--- src/rtl/scan_arbiter.sv ---
// scan_arbiter
//   Shares one serial-input scanner between N_REQ command handlers.
//   Arbitration is round-robin. Each grant produces one scanner request
//   pulse. The scanner type is held for the whole transaction. The scanner
//   result and its error flag go back to the winning handler, together with
//   a one-cycle ack. All outputs are registered.
//
// Ports
//   clk_i, rst_i       clock, asynchronous active-high reset
//   req_i   [N_REQ]    request levels from the handlers
//   type_i  [N_REQ]    per-handler type (0 = byte, 1 = word/address)
//   gnt_o   [N_REQ]    one-hot scanner owner; 0 when there is no owner
//   ack_o   [N_REQ]    one-cycle completion pulse to the owner
//   dout_o  [32]       scanner result, held until the next completion
//   flag_o             scanner error flag, held like dout_o
//   busy_o             high in every state except IDLE
//   req_rx_o           one-cycle request pulse to the scanner
//   type_rx_o          scanner type, stable from grant through DONE
//   ack_rx_i           scanner acknowledge (may stay high several cycles)
//   flag_rx_i, din_rx_i scanner flag/data, valid while ack_rx_i is high
module scan_arbiter #(
    parameter int N_REQ = 4
) (
    input  logic             clk_i,
    input  logic             rst_i,
    input  logic [N_REQ-1:0] req_i,
    input  logic [N_REQ-1:0] type_i,
    output logic [N_REQ-1:0] gnt_o,
    output logic [N_REQ-1:0] ack_o,
    output logic [31:0]      dout_o,
    output logic             flag_o,
    output logic             busy_o,
    output logic             req_rx_o,
    output logic             type_rx_o,
    input  logic             ack_rx_i,
    input  logic             flag_rx_i,
    input  logic [31:0]      din_rx_i
);
    localparam int IW = (N_REQ > 1) ? $clog2(N_REQ) : 1;

    typedef enum logic [2:0] {S_IDLE, S_ISSUE, S_WAIT, S_DONE, S_COOL} state_t;

    state_t           state_q, state_d;
    // The last winner doubles as the current owner. Both are updated together
    // at grant time and stay unchanged until the next grant.
    logic [IW-1:0]    last_q, last_d;
    logic [N_REQ-1:0] gnt_q, gnt_d, ack_q, ack_d;
    logic [31:0]      dout_q, dout_d;
    logic             flag_q, flag_d, busy_q, busy_d;
    logic             req_rx_q, req_rx_d, type_rx_q, type_rx_d;

    // Round-robin pick: the first set request at last+1, last+2, .. (wrapping).
    // The offsets are scanned from far to near, so the nearest hit is written last and wins.
    logic          pick_vld;
    logic [IW-1:0] pick_idx;
    int            idx;

    always_comb begin
        pick_vld = 1'b0;
        pick_idx = '0;
        idx      = 0;
        for (int k = N_REQ; k >= 1; k--) begin
            idx = int'(last_q) + k;
            if (idx >= N_REQ) idx = idx - N_REQ;
            if (req_i[idx]) begin
                pick_vld = 1'b1;
                pick_idx = IW'(idx);
            end
        end
    end

    always_comb begin
        state_d   = state_q;
        last_d    = last_q;
        gnt_d     = gnt_q;
        ack_d     = ack_q;
        dout_d    = dout_q;
        flag_d    = flag_q;
        busy_d    = busy_q;
        req_rx_d  = req_rx_q;
        type_rx_d = type_rx_q;
        case (state_q)
            S_IDLE: begin
                if (pick_vld) begin
                    last_d           = pick_idx;
                    gnt_d            = '0;
                    gnt_d[pick_idx]  = 1'b1;
                    type_rx_d        = type_i[pick_idx];
                    req_rx_d         = 1'b1;
                    busy_d           = 1'b1;
                    state_d          = S_ISSUE;
                end
            end
            S_ISSUE: begin
                req_rx_d = 1'b0;
                state_d  = S_WAIT;
            end
            S_WAIT: begin
                if (ack_rx_i) begin
                    dout_d         = din_rx_i;
                    flag_d         = flag_rx_i;
                    ack_d          = '0;
                    ack_d[last_q]  = 1'b1;
                    state_d        = S_DONE;
                end
            end
            S_DONE: begin
                ack_d   = '0;
                gnt_d   = '0;
                state_d = S_COOL;
            end
            S_COOL: begin
                // A scanner ack lasting several cycles must not be seen
                // again as the completion of a new transaction.
                if (!ack_rx_i) begin
                    busy_d  = 1'b0;
                    state_d = S_IDLE;
                end
            end
            default: state_d = S_IDLE;
        endcase
    end

    always_ff @(posedge clk_i or posedge rst_i) begin
        if (rst_i) begin
            state_q   <= S_IDLE;
            last_q    <= IW'(N_REQ - 1);
            gnt_q     <= '0;
            ack_q     <= '0;
            dout_q    <= '0;
            flag_q    <= 1'b0;
            busy_q    <= 1'b0;
            req_rx_q  <= 1'b0;
            type_rx_q <= 1'b0;
        end else begin
            state_q   <= state_d;
            last_q    <= last_d;
            gnt_q     <= gnt_d;
            ack_q     <= ack_d;
            dout_q    <= dout_d;
            flag_q    <= flag_d;
            busy_q    <= busy_d;
            req_rx_q  <= req_rx_d;
            type_rx_q <= type_rx_d;
        end
    end

    assign gnt_o     = gnt_q;
    assign ack_o     = ack_q;
    assign dout_o    = dout_q;
    assign flag_o    = flag_q;
    assign busy_o    = busy_q;
    assign req_rx_o  = req_rx_q;
    assign type_rx_o = type_rx_q;
endmodule

--- config.mk ---
export PLATFORM = sky130hd
export DESIGN_NAME = scan_arbiter
export DESIGN_NICKNAME = d
export VERILOG_FILES = /design/src/rtl/scan_arbiter.sv
export SDC_FILE = /design/constraint.sdc
export NUM_CORES = 1
export LEC_CHECK = 0
export BUFFER_PORTS_ARGS = -buffer_cell sky130_fd_sc_hd__buf_2
export CORE_UTILIZATION = 49
export CTS_CLUSTER_SIZE = 25
export DETAILED_ROUTE_END_ITERATION = 10
export GPL_TIMING_DRIVEN = 0
export PLACE_DENSITY = 0.8
export SETUP_SLACK_MARGIN = 0.1
export SLEW_MARGIN = 20
export SYNTH_ARGS = -nofsm -noshare
export SYNTH_HDL_FRONTEND = slang
export SYNTH_SLANG_ARGS = --single-unit
--- constraint.sdc ---
create_clock -name clk_i -period 3.1 [get_ports clk_i]
set_clock_uncertainty 0.2 [all_clocks]
set_input_delay 0.62 -clock clk_i [delete_from_list [all_inputs] [get_ports clk_i]]
set_output_delay 0.62 -clock clk_i [all_outputs]
set_load 0.05 [all_outputs]
==> metrics <==
clk_lat worst skew=0.30 ns; max cap viols=0; Syn Nets=about 220; chip height=between 70 and 80 um; CTS H-Tree Depth=2; number of synthesized flops with an enable pin=0; routed via count=1,682; CTS Root Cell=clkbuf_8; final wirelength=4.43 mm; post-DR wirelength/cell=approximately 14 um; gr ovfl total=0; Ys Warns=0; CP Launch Type=flop; Register Area=1230 um2; RSZ-0062 raised after global routing=false; WP data required=3.08 ns; CP Data Arrival Time=2.55 ns; top_reg_cell synth=dfrtp_1; crit-path max cell delay=about 0.55 ns; vias in the first global route=approximately 1,600; crit path kind=flop to flop; Inserted Clock Buffers=5; Die Wd=approximately 71 um; failing checks=DRC; CP max-delay cell=dfstp_2; Syn-to-layout area delta=26.9%; final-report setup violation count=0; TritonCTS clock tree=done; Setup Fix Bufs, Post-CTS=0; Top Ports=88; share of layout cells above drive strength 1=0.535; Core ar.=4470 um2; clock buffer depth=2; post-synthesis area per instance=around 13 um2; synthesized area=2350 um2; clk slew on worst S/H paths=~0.090 ns; total die area=5080 um2; Crit Reg-Reg Startpoint=last_q[1]; Post-Synthesis Cells=approximately 180; Async SR Flop Fraction=1.00; Final nets=between 300 and 400; DR pass1 iterations=10; global-route wire length before repair=7.16 mm; Critical Path, Cell by Cell=clkbuf_4 > inv_1 > ha_1 > mux2i_1 > o31ai_1 > a32oi_1 > o311ai_2 > mux2i_1 > o221ai_1; Slew Viols, Final=0; initial antenna violation count=0; Sink Count=49; Initial DRC Count=109; post-cts resize count=0; pin count of the biggest net entering global routing=32; Yosys cell types=35; Relative slew margins=0.655; f_max=approximately 0.4 GHz; kind of end point of the critical path=flop; vias per cell=5.21; synthesized flop and latch total=roughly 50; Setup TNS Final=0 ns; drt drc=11; Port Buffer Count=87; Multi-input gate area=between 900 and 1000 um2; crit path from=last_q[1]; n_diodes=0; Post-CTS Hold Fix Bufs=0; Final Hold Viols=0; slew of the pin with the lowest slew margin=0.516 ns; HP Class=primary input to asynchronous set/reset pin; final worst-path cycle share=0.828; dpl hpwl=3.38 mm; GP Congestion=0.738; Tmin final=2.57 ns; outcome=finished with violations; GRT Overall Usage=0.182; DRT antenna net count=0; crit-path max FO=8; Worst path most repeated cell=mux2i_1; # fillers=328; Std-Cell Rows=24; Seq/Total Area, Yosys=0.523; Starting Density=0.525
==> cell usage in the layout, fill, tap and decap left out, drive strengths merged, types with 2 or more instances in the layout <==
cell,netlist,final
a21oi,10,10
buf,6,94
clkbuf,2,7
clkinv,1,2
dfrtp,47,47
dfstp,2,2
ha,4,4
inv,5,6
mux2,34,34
mux2i,4,4
nand2,14,14
nand2b,2,2
nor2,6,6
nor2b,6,6
nor3,3,3
o21ai,13,13
o221ai,2,2
or2,2,2
==> layout make-up <==
class	count	share of cell area
clock inverters	3	0.0147
flip-flops and latches	49	0.412
clock buffers	5	0.0231
inverters	6	0.00923
multi-input cells	112	0.333
plain buffers	8	0.0340
well taps	52	0.0218
repair buffers	88	0.153
==> critical path: cells and delay by family (launching register included) <==
family | cells | cell delay (ns)
buffers and inverters | 2 | 0.27
adders and majority gates | 1 | 0.38
AOI/OAI and AO/OA | 4 | 0.64
muxes | 2 | 0.40
DFF | 1 | 0.55
==> state kept, by name, summed over array words and instances, names as in the netlist <==
| name | count |
|---|---|
| dout_o | 32 |
| ack_o | 4 |
| gnt_o | 4 |
| state_q | 3 |
| last_q | 2 |
| busy_o | 1 |
| flag_o | 1 |
| req_rx_o | 1 |
| type_rx_o | 1 |
==> metal layers <==
metal | track usage | wire (um) | part of all wire
met1 | 0.221 | 1910 | 0.43
met3 | 0.0478 | 325 | 0.073
met4 | 0.0867 | 101 | 0.023
met2 | 0.303 | 2090 | 0.47
met5 | 0 | 0 | 0
==> stage by stage <==
| stage | instance area, um2 | utilization | worst slack (ns) | instances | hold slack [ns] |
|---|---|---|---|---|---|
| global route | 2980 | 0.667 | 0.393 | 323 | 0.117 |
| floorplan | 2350 | - | 0.754 | 175 | 0.338 |
| finish | 2980 | 0.667 | 0.533 | 323 | 0.0933 |
| CTS | 2980 | 0.667 | 0.551 | 323 | 0.0938 |
| detailed placement | 2870 | 0.641 | 0.551 | 315 | 0.275 |
| global placement | 2850 | 0.637 | 0.529 | 314 | 0.263 |
==> path summary, 6_finish.rpt <==
kind,end,slack [ns],depth (start not counted)
max in group asynchronous,last_q[0],2.05,3
min reg2reg,gnt_o[1],0.29,2
min,dout_o[11],0.09,2
max reg2reg,type_rx_o,0.53,9
min in group clk_i,gnt_o[1],0.29,2
max,type_rx_o,0.53,9
==> logic make-up after synthesis <==
kind of cell / count (synthesis) / synth area share
AOI/OAI and AO/OA: 32 / 0.0847
xor gates and xnor gates: 1 / 0.00373
adders and majority gates: 4 / 0.0213
buffers and inverters: 14 / 0.0548
DFF: 49 / 0.523
muxes: 38 / 0.228
and+or+nand+nor: 37 / 0.0847
==> synthesized netlist by cell type (2+ instances only) <==
| library cell | n | share of area |
|---|---|---|
| dfrtp_1 | 47 | 0.50 |
| mux2_4 | 30 | 0.19 |
| nand2_1 | 14 | 0.022 |
| o21ai_0 | 13 | 0.028 |
| a21oi_1 | 10 | 0.021 |
| nor2_1 | 6 | 0.0096 |
| inv_1 | 5 | 0.0080 |
| ha_1 | 4 | 0.021 |
| mux2_2 | 4 | 0.019 |
| mux2i_1 | 4 | 0.017 |
| nor2b_1 | 4 | 0.011 |
| buf_12 | 3 | 0.026 |
| nor3_1 | 3 | 0.0064 |
| buf_6 | 2 | 0.0096 |
| dfstp_2 | 2 | 0.022 |
| nand2b_1 | 2 | 0.0053 |
| nor2b_4 | 2 | 0.012 |
| o221ai_1 | 2 | 0.0075 |
| or2_1 | 2 | 0.0053 |
Power is left out: the tool's default activity adds up to more than one toggle a clock period on the data nets, which glitch-free logic cannot reach.
